### src/rtl/nios_loader_pkg.sv
// rtl/nios_loader_pkg.sv - shared types, constants and lane helpers for the stream memory loader
package nios_loader_pkg;

    localparam int RAM_ADDR_W = 10;
    localparam int DATA_W     = 32;

    typedef enum logic [2:0] {
        ST_IDLE    = 3'd0,
        ST_COLLECT = 3'd1,
        ST_WRITE   = 3'd2,
        ST_VRD     = 3'd3,
        ST_VCHK    = 3'd4,
        ST_DONE    = 3'd5
    } state_e;

    // n valid low lanes; 0 and 4 both mean a full word
    function automatic logic [3:0] lanemask(input logic [2:0] n);
        logic [3:0] m;
        case (n)
            3'd1:    m = 4'b0001;
            3'd2:    m = 4'b0011;
            3'd3:    m = 4'b0111;
            default: m = 4'b1111;
        endcase
        return m;
    endfunction

    function automatic logic [DATA_W-1:0] expand_mask(input logic [3:0] m);
        return {{8{m[3]}}, {8{m[2]}}, {8{m[1]}}, {8{m[0]}}};
    endfunction

endpackage

### src/rtl/nios_stream_mem_loader_if.sv
// rtl/nios_stream_mem_loader_if.sv - on-chip RAM slave port driven by the loader
interface nios_stream_mem_loader_if
    import nios_loader_pkg::*;
#(
    parameter int ADDR_W = RAM_ADDR_W
);
    logic [ADDR_W-1:0] address;
    logic [3:0]        byteenable;
    logic              chipselect;
    logic              write;
    logic [DATA_W-1:0] writedata;
    logic [DATA_W-1:0] readdata;
    logic              clken;

    modport master (
        output address, byteenable, chipselect, write, writedata, clken,
        input  readdata
    );

    modport slave (
        input  address, byteenable, chipselect, write, writedata, clken,
        output readdata
    );
endinterface

### src/rtl/nios_byte_packer.sv
// rtl/nios_byte_packer.sv - little-endian byte-to-word packer with lane valid mask
module nios_byte_packer
    import nios_loader_pkg::*;
(
    input  logic              clk,
    input  logic              rst_n,
    input  logic              accept_i,
    input  logic [7:0]        byte_i,
    input  logic              clear_i,
    output logic [DATA_W-1:0] word_o,
    output logic [3:0]        mask_o,
    output logic              full_o
);

    logic [1:0]        idx_q,  idx_d;
    logic [DATA_W-1:0] word_q, word_d;
    logic [3:0]        mask_q, mask_d;

    // clearing zeroes the word so lanes never filled read back as 0
    always_comb begin
        idx_d  = idx_q;
        word_d = word_q;
        mask_d = mask_q;
        if (clear_i) begin
            idx_d  = '0;
            word_d = '0;
            mask_d = '0;
        end else if (accept_i) begin
            word_d[{idx_q, 3'b000} +: 8] = byte_i;
            mask_d[idx_q]                = 1'b1;
            idx_d                        = idx_q + 2'd1;
        end
    end

    always_ff @(posedge clk or negedge rst_n) begin
        if (!rst_n) begin
            idx_q  <= '0;
            word_q <= '0;
            mask_q <= '0;
        end else begin
            idx_q  <= idx_d;
            word_q <= word_d;
            mask_q <= mask_d;
        end
    end

    assign word_o = word_q;
    assign mask_o = mask_q;
    assign full_o = (idx_q == 2'd3);

endmodule

### src/rtl/nios_stream_mem_loader.sv
// rtl/nios_stream_mem_loader.sv - byte stream to on-chip RAM loader with checksum readback verify
module nios_stream_mem_loader
    import nios_loader_pkg::*;
#(
    parameter int ADDR_W = RAM_ADDR_W,
    parameter int LEN_W  = 12
) (
    input  logic                      clk,
    input  logic                      reset_n,
    input  logic                      start,
    input  logic [ADDR_W-1:0]         base_addr,
    input  logic [LEN_W-1:0]          len_bytes,
    input  logic                      verify_en,
    input  logic [7:0]                in_data,
    input  logic                      in_valid,
    output logic                      in_ready,
    nios_stream_mem_loader_if.master  ram,
    output logic                      busy,
    output logic                      done,
    output logic                      error,
    output logic [DATA_W-1:0]         checksum
);

    state_e            state_q, state_d;
    logic [ADDR_W-1:0] addr_q,  addr_d;
    logic [ADDR_W-1:0] base_q,  base_d;
    logic [LEN_W-1:0]  len_q,   len_d;
    logic [LEN_W-1:0]  rem_q,   rem_d;
    logic [LEN_W-1:0]  words_q, words_d;
    logic              verify_q, verify_d;
    logic [DATA_W-1:0] sum_q,   sum_d;
    logic [DATA_W-1:0] vsum_q,  vsum_d;
    logic              error_q, error_d;
    logic              clken_q;

    logic              pk_accept, pk_clear, pk_full;
    logic [DATA_W-1:0] pk_word;
    logic [3:0]        pk_mask;

    logic              cs, wr;
    logic [3:0]        be;
    logic [DATA_W-1:0] wdata;
    logic [3:0]        lane_m;

    assign pk_accept = (state_q == ST_COLLECT) && in_valid;
    assign pk_clear  = (state_q == ST_IDLE) || (state_q == ST_WRITE);

    nios_byte_packer u_packer (
        .clk      (clk),
        .rst_n    (reset_n),
        .accept_i (pk_accept),
        .byte_i   (in_data),
        .clear_i  (pk_clear),
        .word_o   (pk_word),
        .mask_o   (pk_mask),
        .full_o   (pk_full)
    );

    always_comb begin
        state_d  = state_q;
        addr_d   = addr_q;
        base_d   = base_q;
        len_d    = len_q;
        rem_d    = rem_q;
        words_d  = words_q;
        verify_d = verify_q;
        sum_d    = sum_q;
        vsum_d   = vsum_q;
        error_d  = error_q;
        in_ready = 1'b0;
        done     = 1'b0;
        cs       = 1'b0;
        wr       = 1'b0;
        be       = 4'h0;
        wdata    = '0;
        lane_m   = 4'hF;

        unique case (state_q)
            ST_IDLE: begin
                if (start) begin
                    base_d   = base_addr;
                    addr_d   = base_addr;
                    len_d    = len_bytes;
                    rem_d    = len_bytes;
                    verify_d = verify_en;
                    sum_d    = '0;
                    vsum_d   = '0;
                    error_d  = 1'b0;
                    state_d  = (len_bytes == '0) ? ST_DONE : ST_COLLECT;
                end
            end
            ST_COLLECT: begin
                in_ready = 1'b1;
                if (in_valid) begin
                    rem_d = rem_q - 1'b1;
                    if (pk_full || rem_q == LEN_W'(1)) begin
                        state_d = ST_WRITE;
                    end
                end
            end
            ST_WRITE: begin
                cs     = 1'b1;
                wr     = 1'b1;
                be     = pk_mask;
                wdata  = pk_word;
                sum_d  = sum_q + pk_word;
                addr_d = addr_q + 1'b1;
                if (rem_q != '0) begin
                    state_d = ST_COLLECT;
                end else if (verify_q) begin
                    // restart from base for the readback pass
                    addr_d  = base_q;
                    words_d = LEN_W'(({1'b0, len_q} + (LEN_W + 1)'(3)) >> 2);
                    state_d = ST_VRD;
                end else begin
                    state_d = ST_DONE;
                end
            end
            ST_VRD: begin
                cs      = 1'b1;
                be      = 4'hF;
                state_d = ST_VCHK;
            end
            ST_VCHK: begin
                // only the final word carries a partial lane count
                if (words_q == LEN_W'(1)) begin
                    lane_m = lanemask({1'b0, len_q[1:0]});
                end
                vsum_d  = vsum_q + (ram.readdata & expand_mask(lane_m));
                addr_d  = addr_q + 1'b1;
                words_d = words_q - 1'b1;
                state_d = (words_q == LEN_W'(1)) ? ST_DONE : ST_VRD;
            end
            ST_DONE: begin
                done    = 1'b1;
                error_d = verify_q && (vsum_q != sum_q);
                state_d = ST_IDLE;
            end
            default: state_d = ST_IDLE;
        endcase
    end

    always_ff @(posedge clk or negedge reset_n) begin
        if (!reset_n) begin
            state_q  <= ST_IDLE;
            addr_q   <= '0;
            base_q   <= '0;
            len_q    <= '0;
            rem_q    <= '0;
            words_q  <= '0;
            verify_q <= 1'b0;
            sum_q    <= '0;
            vsum_q   <= '0;
            error_q  <= 1'b0;
            clken_q  <= 1'b0;
        end else begin
            state_q  <= state_d;
            addr_q   <= addr_d;
            base_q   <= base_d;
            len_q    <= len_d;
            rem_q    <= rem_d;
            words_q  <= words_d;
            verify_q <= verify_d;
            sum_q    <= sum_d;
            vsum_q   <= vsum_d;
            error_q  <= error_d;
            clken_q  <= 1'b1;
        end
    end

    assign ram.address    = cs ? addr_q : '0;
    assign ram.byteenable = be;
    assign ram.chipselect = cs;
    assign ram.write      = wr;
    assign ram.writedata  = wdata;
    assign ram.clken      = clken_q;

    assign busy     = (state_q != ST_IDLE) && (state_q != ST_DONE);
    assign error    = error_q;
    assign checksum = sum_q;

endmodule

### src/flat_wrapper.sv
// flat-port wrapper written by rule: the top's interface ports become plain ports
module nios_stream_mem_loader_flat import nios_loader_pkg::*;
#(
    parameter int ADDR_W = RAM_ADDR_W,
    parameter int LEN_W  = 12
)
  (clk, reset_n, start, base_addr, len_bytes, verify_en, in_data, in_valid, in_ready, busy, done, error, checksum, ram_address, ram_byteenable, ram_chipselect, ram_write, ram_writedata, ram_clken, ram_readdata);
  nios_stream_mem_loader_if #(.ADDR_W(ADDR_W)) ram_i ();
  input  logic clk;
  input  logic reset_n;
  input  logic start;
  input  logic [ADDR_W-1:0] base_addr;
  input  logic [LEN_W-1:0] len_bytes;
  input  logic verify_en;
  input  logic [7:0] in_data;
  input  logic in_valid;
  output logic in_ready;
  output logic busy;
  output logic done;
  output logic error;
  output logic [DATA_W-1:0] checksum;
  output wire logic [$bits(ram_i.address)-1:0] ram_address;
  output wire logic [$bits(ram_i.byteenable)-1:0] ram_byteenable;
  output wire logic [$bits(ram_i.chipselect)-1:0] ram_chipselect;
  output wire logic [$bits(ram_i.write)-1:0] ram_write;
  output wire logic [$bits(ram_i.writedata)-1:0] ram_writedata;
  output wire logic [$bits(ram_i.clken)-1:0] ram_clken;
  input wire logic [$bits(ram_i.readdata)-1:0] ram_readdata;
  assign ram_address = ram_i.address;
  assign ram_byteenable = ram_i.byteenable;
  assign ram_chipselect = ram_i.chipselect;
  assign ram_write = ram_i.write;
  assign ram_writedata = ram_i.writedata;
  assign ram_clken = ram_i.clken;
  assign ram_i.readdata = ram_readdata;
  nios_stream_mem_loader #(.ADDR_W(ADDR_W), .LEN_W(LEN_W)) u_core (.clk(clk), .reset_n(reset_n), .start(start), .base_addr(base_addr), .len_bytes(len_bytes), .verify_en(verify_en), .in_data(in_data), .in_valid(in_valid), .in_ready(in_ready), .ram(ram_i), .busy(busy), .done(done), .error(error), .checksum(checksum));
endmodule
### config.mk
export PLATFORM = sky130hd
export DESIGN_NAME = nios_stream_mem_loader_flat
export DESIGN_NICKNAME = d
export VERILOG_FILES = /design/src/rtl/nios_loader_pkg.sv /design/src/rtl/nios_stream_mem_loader_if.sv /design/src/rtl/nios_byte_packer.sv /design/src/rtl/nios_stream_mem_loader.sv /design/src/flat_wrapper.sv
export SDC_FILE = /design/constraint.sdc
export NUM_CORES = 1
export LEC_CHECK = 0
export BUFFER_PORTS_ARGS = -buffer_cell sky130_fd_sc_hd__buf_2
export CELL_PAD_IN_SITES_DETAIL_PLACEMENT = 1
export CELL_PAD_IN_SITES_GLOBAL_PLACEMENT = 1
export CORE_ASPECT_RATIO = 0.6
export CORE_MARGIN = 2
export CORE_UTILIZATION = 48
export CTS_BUF_LIST = sky130_fd_sc_hd__clkbuf_8 sky130_fd_sc_hd__clkbuf_16
export CTS_CLUSTER_SIZE = 24
export DETAILED_ROUTE_END_ITERATION = 8
export PLACE_DENSITY_LB_ADDON = 0.15
export SLEW_MARGIN = 25
export SYNTH_ARGS = -nofsm -noshare
export SYNTH_HDL_FRONTEND = slang
export SYNTH_SLANG_ARGS = --single-unit
### constraint.sdc
create_clock -name clk -period 10.5 [get_ports clk]
set_clock_uncertainty 0.1 [all_clocks]
set_input_delay 2.1 -clock clk [delete_from_list [all_inputs] [get_ports clk]]
set_output_delay 2.1 -clock clk [all_outputs]
set_load 0.01 [all_outputs]
# == After elaboration in Yosys (flattened, before gate mapping) ==
# Index checks and enable logic that the tools add are counted.
# word_totals
regBits,164
inputBits,67
elab_cells,114
# op_classes
addsub,8
order_cmp,2
eq_ne,18
shift,2
mux,42
bitwise,2
n_reduce_logical,26
# op_table
cell,n
32-bit two-way mux,4
32-bit one-hot mux with 2 select lines,2
32-bit adder,2
12-bit two-way mux,4
12-bit one-hot mux with 2 select lines,2
10-bit two-way mux,4
32-bit bitwise AND,1
32-bit bitwise mux,1
32-bit inequality test,1
"8-bit by 7-bit variable shift with 32-bit output, first input constant",1
8-bit by 7-bit indexed part select with 32-bit output,1
10-bit one-hot mux with 3 select lines,1
"12-bit by 1-bit equality test with 1-bit output, second input constant",2
"12-bit by 1-bit subtractor with 12-bit output, second input constant",2
3-bit two-way mux,7
4-bit two-way mux,4
3-bit one-hot mux with 5 select lines,1
"12-bit by 2-bit adder with 13-bit output, second input constant",1
12-bit zero test,1
4-bit one-hot mux with 3 select lines,1
12-bit nonzero test,1
2-bit nonzero test,6
"10-bit by 1-bit adder with 10-bit output, second input constant",1
2-bit AND reduction,5
other kinds (24),44

# == Longest topological paths before layout ==
# logic_depth
ltp_word,7
depth_mapped,17

# == Modules after synthesis ==
# From an unflattened synthesis, not the netlist that was laid out.
# hier_totals
cells_unflattened,1308
area_unflattened_um2,11541.1
# by_module_without_submodules
module,n_inst,cells_each,area_per_inst_um2,seq_area_each_um2
nios_stream_mem_loader,1,1170,9818.2,3153.0
nios_byte_packer,1,138,1722.9,950.9

# == Least setup slack after synthesis ==
# OpenSTA, ideal clock, no wires.
# synth_timing
path_kind,input -> register
start,in ram_readdata[10]
end,reg u_core.vsum_q[31]
setup_ns,0.124
arrival_time_ns,4.340
t_required_ns,10.276
setup_slack_ns,5.936
stages,12
path_cell_list,and2_1 ha_1 buf_2 a21oi_1 o21ai_1 a31o_2 a21oi_4 o31ai_4 a2111o_1 a21oi_1 mux2_1 mux2i_1
# synth_via
elab_chain_cells,3
# synth_rtl
element,line,text
start: declaration,flat_wrapper.sv:28,input wire logic [$bits(ram_i.readdata)-1:0] ram_readdata;
32-bit bitwise AND,nios_stream_mem_loader.sv:129,vsum_d = vsum_q + (ram.readdata & expand_mask(lane_m));
32-bit adder,nios_stream_mem_loader.sv:129,
32-bit one-hot mux with 2 select lines,nios_stream_mem_loader.sv:78,unique case (state_q)
end signal: assignment,nios_stream_mem_loader.sv:165,vsum_q <= vsum_d;
end: declaration,nios_stream_mem_loader.sv:32,"logic [DATA_W-1:0] vsum_q, vsum_d;"
# Every way passes these cells.
# A chain may end at the register's enable or synchronous reset.

# == Worst setup path after layout ==
# layout_timing
start,reg u_core.state_q[1]
end,out ram_address[0]
# layout_via
elab_chain_cells,4
word_cells_on_any_way,5
# layout_rtl
element,line,text
start: declaration,nios_stream_mem_loader.sv:24,"state_e state_q, state_d;"
start signal: assignment,nios_stream_mem_loader.sv:157,state_q <= state_d;
3-bit by 2-bit equality test with 1-bit output,nios_stream_mem_loader.sv:78,
2-bit OR reduction (no line) (*),n/a,
1-bit two-way mux (*),nios_stream_mem_loader.sv:78,
10-bit two-way mux (*),nios_stream_mem_loader.sv:171,assign ram.address = cs ? addr_q : '0;
end: declaration,flat_wrapper.sv:22,output wire logic [$bits(ram_i.address)-1:0] ram_address;
# Every way passes the cells marked *; elsewhere a longest branch is shown, timed or not.

==> metrics <==
Reg power frac=33.4%; maxcap violations=0; DIE HEIGHT=123 um; Skew-Pair Late Insertion Delay=450 ps; Tcrit/Tclk final=47.4%; Rows=43; die area=25100 um2; placed cell count=1792; crit path capture type=primary output; Setup CP Type=flop to primary output; P_int=1.75 mW; synthesized area per cell=8.25 um2; Worst setup SP type=flop; Fillers=2858; # H-tree levels=4; Starting Density=49.1%; Final Max Slew Viols=0; Mapped Area=11400 um2; HP Class=flop to flop; Post-synth EDFFs=0; multiplexer share of the synthesized area=0.362%; Core Footprint=23200 um2; largest net degree at the start of global routing=between 60 and 70; RSZ-0062 raised after global routing=no; DRT Wirelength=approximately 40000 um; Peak VDD IR=0.000151 V; synthesized-area fraction occupied by and/or/nand/nor cells=roughly 23%; I/O pins=152; XOR/XNOR share of the synthesized area=7.44%; setup_tns=0 ps; total global routing overflow=0; TritonCTS buffer count=17; dpl hpwl=29400 um; Antenna diodes=0; DR vias=between 10000 and 15000; Worst-Margin Slew=a little over 1000 ps; Die Span X=around 200 um; Post-Syn Nets=1526; PortBufs=151; first-pass GRT wire length=63200 um; Sw Pwr=approximately 1.5 mW; Mapped Cells=1384; PwrDens=252 nW/um2; multi-input logic area=roughly 7000 um2; post-CTS setup buffer count=0; CTS tree=built; Iteration-0 DRC Markers=920; largest family of logic cells by synthesized area=simple AND/OR/NAND/NOR gates; fraction of layout cells with a size suffix above 1=14.8%; wire length per cell=22.0 um; leak pwr=6.53 nW; Top FF cell, synth=dfrtp_1; placed cell area=between 10000 and 15000 um2; fin util=a little under three fifths; GP Congestion=about 0.92; min Tclk post-route=~5000 ps; Register Area=about 4000 um2; Worst Path Max Fanout=41; critical path data arrival time=2780 ps; clock buffer depth=2; DRC Markers=0; status=complete, no violations; root buffer cell=clkbuf_16; Via-to-Cell Ratio=around 6.1; initial antenna violation count=1; Layout area overhead=14.1%; clock power share=20.5%; design area=13000 um2; ys async rst share=100%; Cell variety after synth=73; Sw Ratio=46.8%; Compound-Gate Fraction of Synth Area=21.5%; Worst EP required=8300 ps; CTS Hold Bufs=0; CTS resizes=0; Seq/Total Area, Yosys=35.9%; Comb pwr share=between 40 and 50%; nets@finish=roughly 1600; Final setup viols=0; Clock Sinks=164; clock slew at reported path FFs=70 ps; number of synthesized register bits=164; Max Freq=0.201 GHz; slew margin rel.=31.2%; DRT Pass-1 Iters=5; final cell count without fillers=1824; Yosys warning count=0; GR Util All Layers=32.9%; Detail Route Antenna Nets=0; count of final hold-check violations=0; vias in the first global route=~11000; Post-Synth Adder-Cell Area=about 8.4%
layout make-up:
cell class	instances	share of cell area, %
sequential	164	31.5
inverter	25	0.721
timing repair buffer	160	6.37
clock buffer	20	3.58
tap	315	3.03
clock inverter	12	1.17
multi-input combinational	1128	53.6
worst max-delay path: stages (launching register included):
cell and delay (ps):
dfrtp_2 760, inv_1 310, nor2_1 840, and2_1 260
buf_2 150
power by group through the flow:
stage | registers, mW | clock network (mW) | logic, mW
floorplan | 0.977 | 0 | 1.09
CTS | 1.08 | 0.677 | 1.49
detailed placement | 1.09 | 0 | 1.47
finish | 1.10 | 0.675 | 1.52
global route | 1.12 | 0.701 | 1.68
global placement | 1.08 | 0 | 1.41
layer usage:
layer	up-vias	wire length (um)	GRT usage, %
met5	-	0	0
met4	0	525	6.48
met3	36	2630	5.98
met2	366	16900	48.1
met1	5590	20000	50.6
li1	5130	-	-
synthesized netlist by cell type, drive strengths merged (12+ instances only):
master | instances | area share (%)
ha | 73 | 8.0
and3 | 44 | 2.4
buf | 17 | 0.75
dfrtp | 164 | 36
nor3 | 21 | 0.92
inv | 25 | 0.82
o21ai | 161 | 7.1
a21o | 31 | 2.0
o21a | 13 | 0.85
nand4 | 14 | 0.82
xor2 | 67 | 5.1
nand3 | 55 | 2.5
a21oi | 103 | 4.7
nor4 | 17 | 1.1
nand2 | 233 | 7.7
nor2b | 18 | 0.99
nor3b | 12 | 0.79
xnor2 | 30 | 2.3
nor2 | 82 | 2.7
and2 | 31 | 1.7
clkbuf | 50 | 1.7
cell usage in the layout (no fill, tap or decap), types with 9 or more instances in the layout:
| cell type | Yosys | final |
|---|---|---|
| buf_4 | 2 | 9 |
| clkbuf_16 | 0 | 17 |
| buf_2 | 11 | 150 |
| dfrtp_1 | 164 | 163 |
| nor4_1 | 16 | 16 |
| and3_1 | 44 | 44 |
| a31oi_1 | 10 | 10 |
| nor3_1 | 21 | 21 |
| xnor2_1 | 30 | 30 |
| nand2_1 | 233 | 231 |
| nor2b_1 | 18 | 18 |
| o211ai_1 | 10 | 10 |
| inv_1 | 24 | 25 |
| and2_1 | 31 | 31 |
| nor2_1 | 82 | 79 |
| nor3b_1 | 12 | 12 |
| o21a_1 | 13 | 13 |
| o21bai_1 | 10 | 9 |
| a21o_1 | 31 | 31 |
| xor2_1 | 67 | 67 |
| nand3_1 | 54 | 54 |
| ha_1 | 73 | 73 |
| nand4_1 | 13 | 13 |
| a21oi_1 | 100 | 96 |
| a221oi_1 | 9 | 9 |
| o21ai_0 | 153 | 153 |
kinds of logic (layout without fill, tap and decap cells):
kind of cell	Yosys count	in the layout
and+or+nand+nor	554	554
AOI/OAI and AO/OA	397	397
DFF	164	164
xor gates and xnor gates	97	97
buffers and inverters	92	217
adders and majority gates	75	75
muxes	4	4
other	1	1
state kept, by name, indices dropped and copies added, names as in the netlist, 2 cells and up:
name                    count
u_core.addr_q              10
u_core.base_q              10
u_core.checksum            32
u_core.len_q               12
u_core.rem_q               12
u_core.state_q              3
u_core.u_packer.idx_q       2
u_core.u_packer.mask_o      4
u_core.u_packer.word_o     32
u_core.vsum_q              32
u_core.words_q             12
worst paths after layout:
| check | from | to | slack [ps] | cells after the start |
|---|---|---|---|---|
| max | u_core.state_q[1]$_DFFE_PN0P_ | ram_address[0] | 5520 | 4 |
| min reg2reg | u_core.base_q[6]$_DFFE_PN0P_ | u_core.base_q[6]$_DFFE_PN0P_ | 380 | 2 |
| max in group asynchronous | reset_n | u_core.state_q[1]$_DFFE_PN0P_ | 7470 | 2 |
| max reg2reg | u_core.words_q[1]$_DFFE_PN0P_ | u_core.vsum_q[31]$_DFFE_PN0P_ | 5700 | 16 |
| min in group asynchronous | reset_n | u_core.u_packer.word_o[11]$_DFFE_PN0P_ | 1510 | 1 |
| min | u_core.base_q[6]$_DFFE_PN0P_ | u_core.base_q[6]$_DFFE_PN0P_ | 380 | 2 |
stage by stage:
stage          hold slack (ps)  total power, mW  setup WS [ps]
2_1_floorplan              341             2.06           5940
3_3_place_gp               360             2.49           5690
3_5_place_dp               368             2.56           5610
4_1_cts                    385             3.25           5190
5_1_grt                    409             3.50           5350
6_report                   381             3.29           5520
Note: power is estimated with default switching activity, not from simulation.
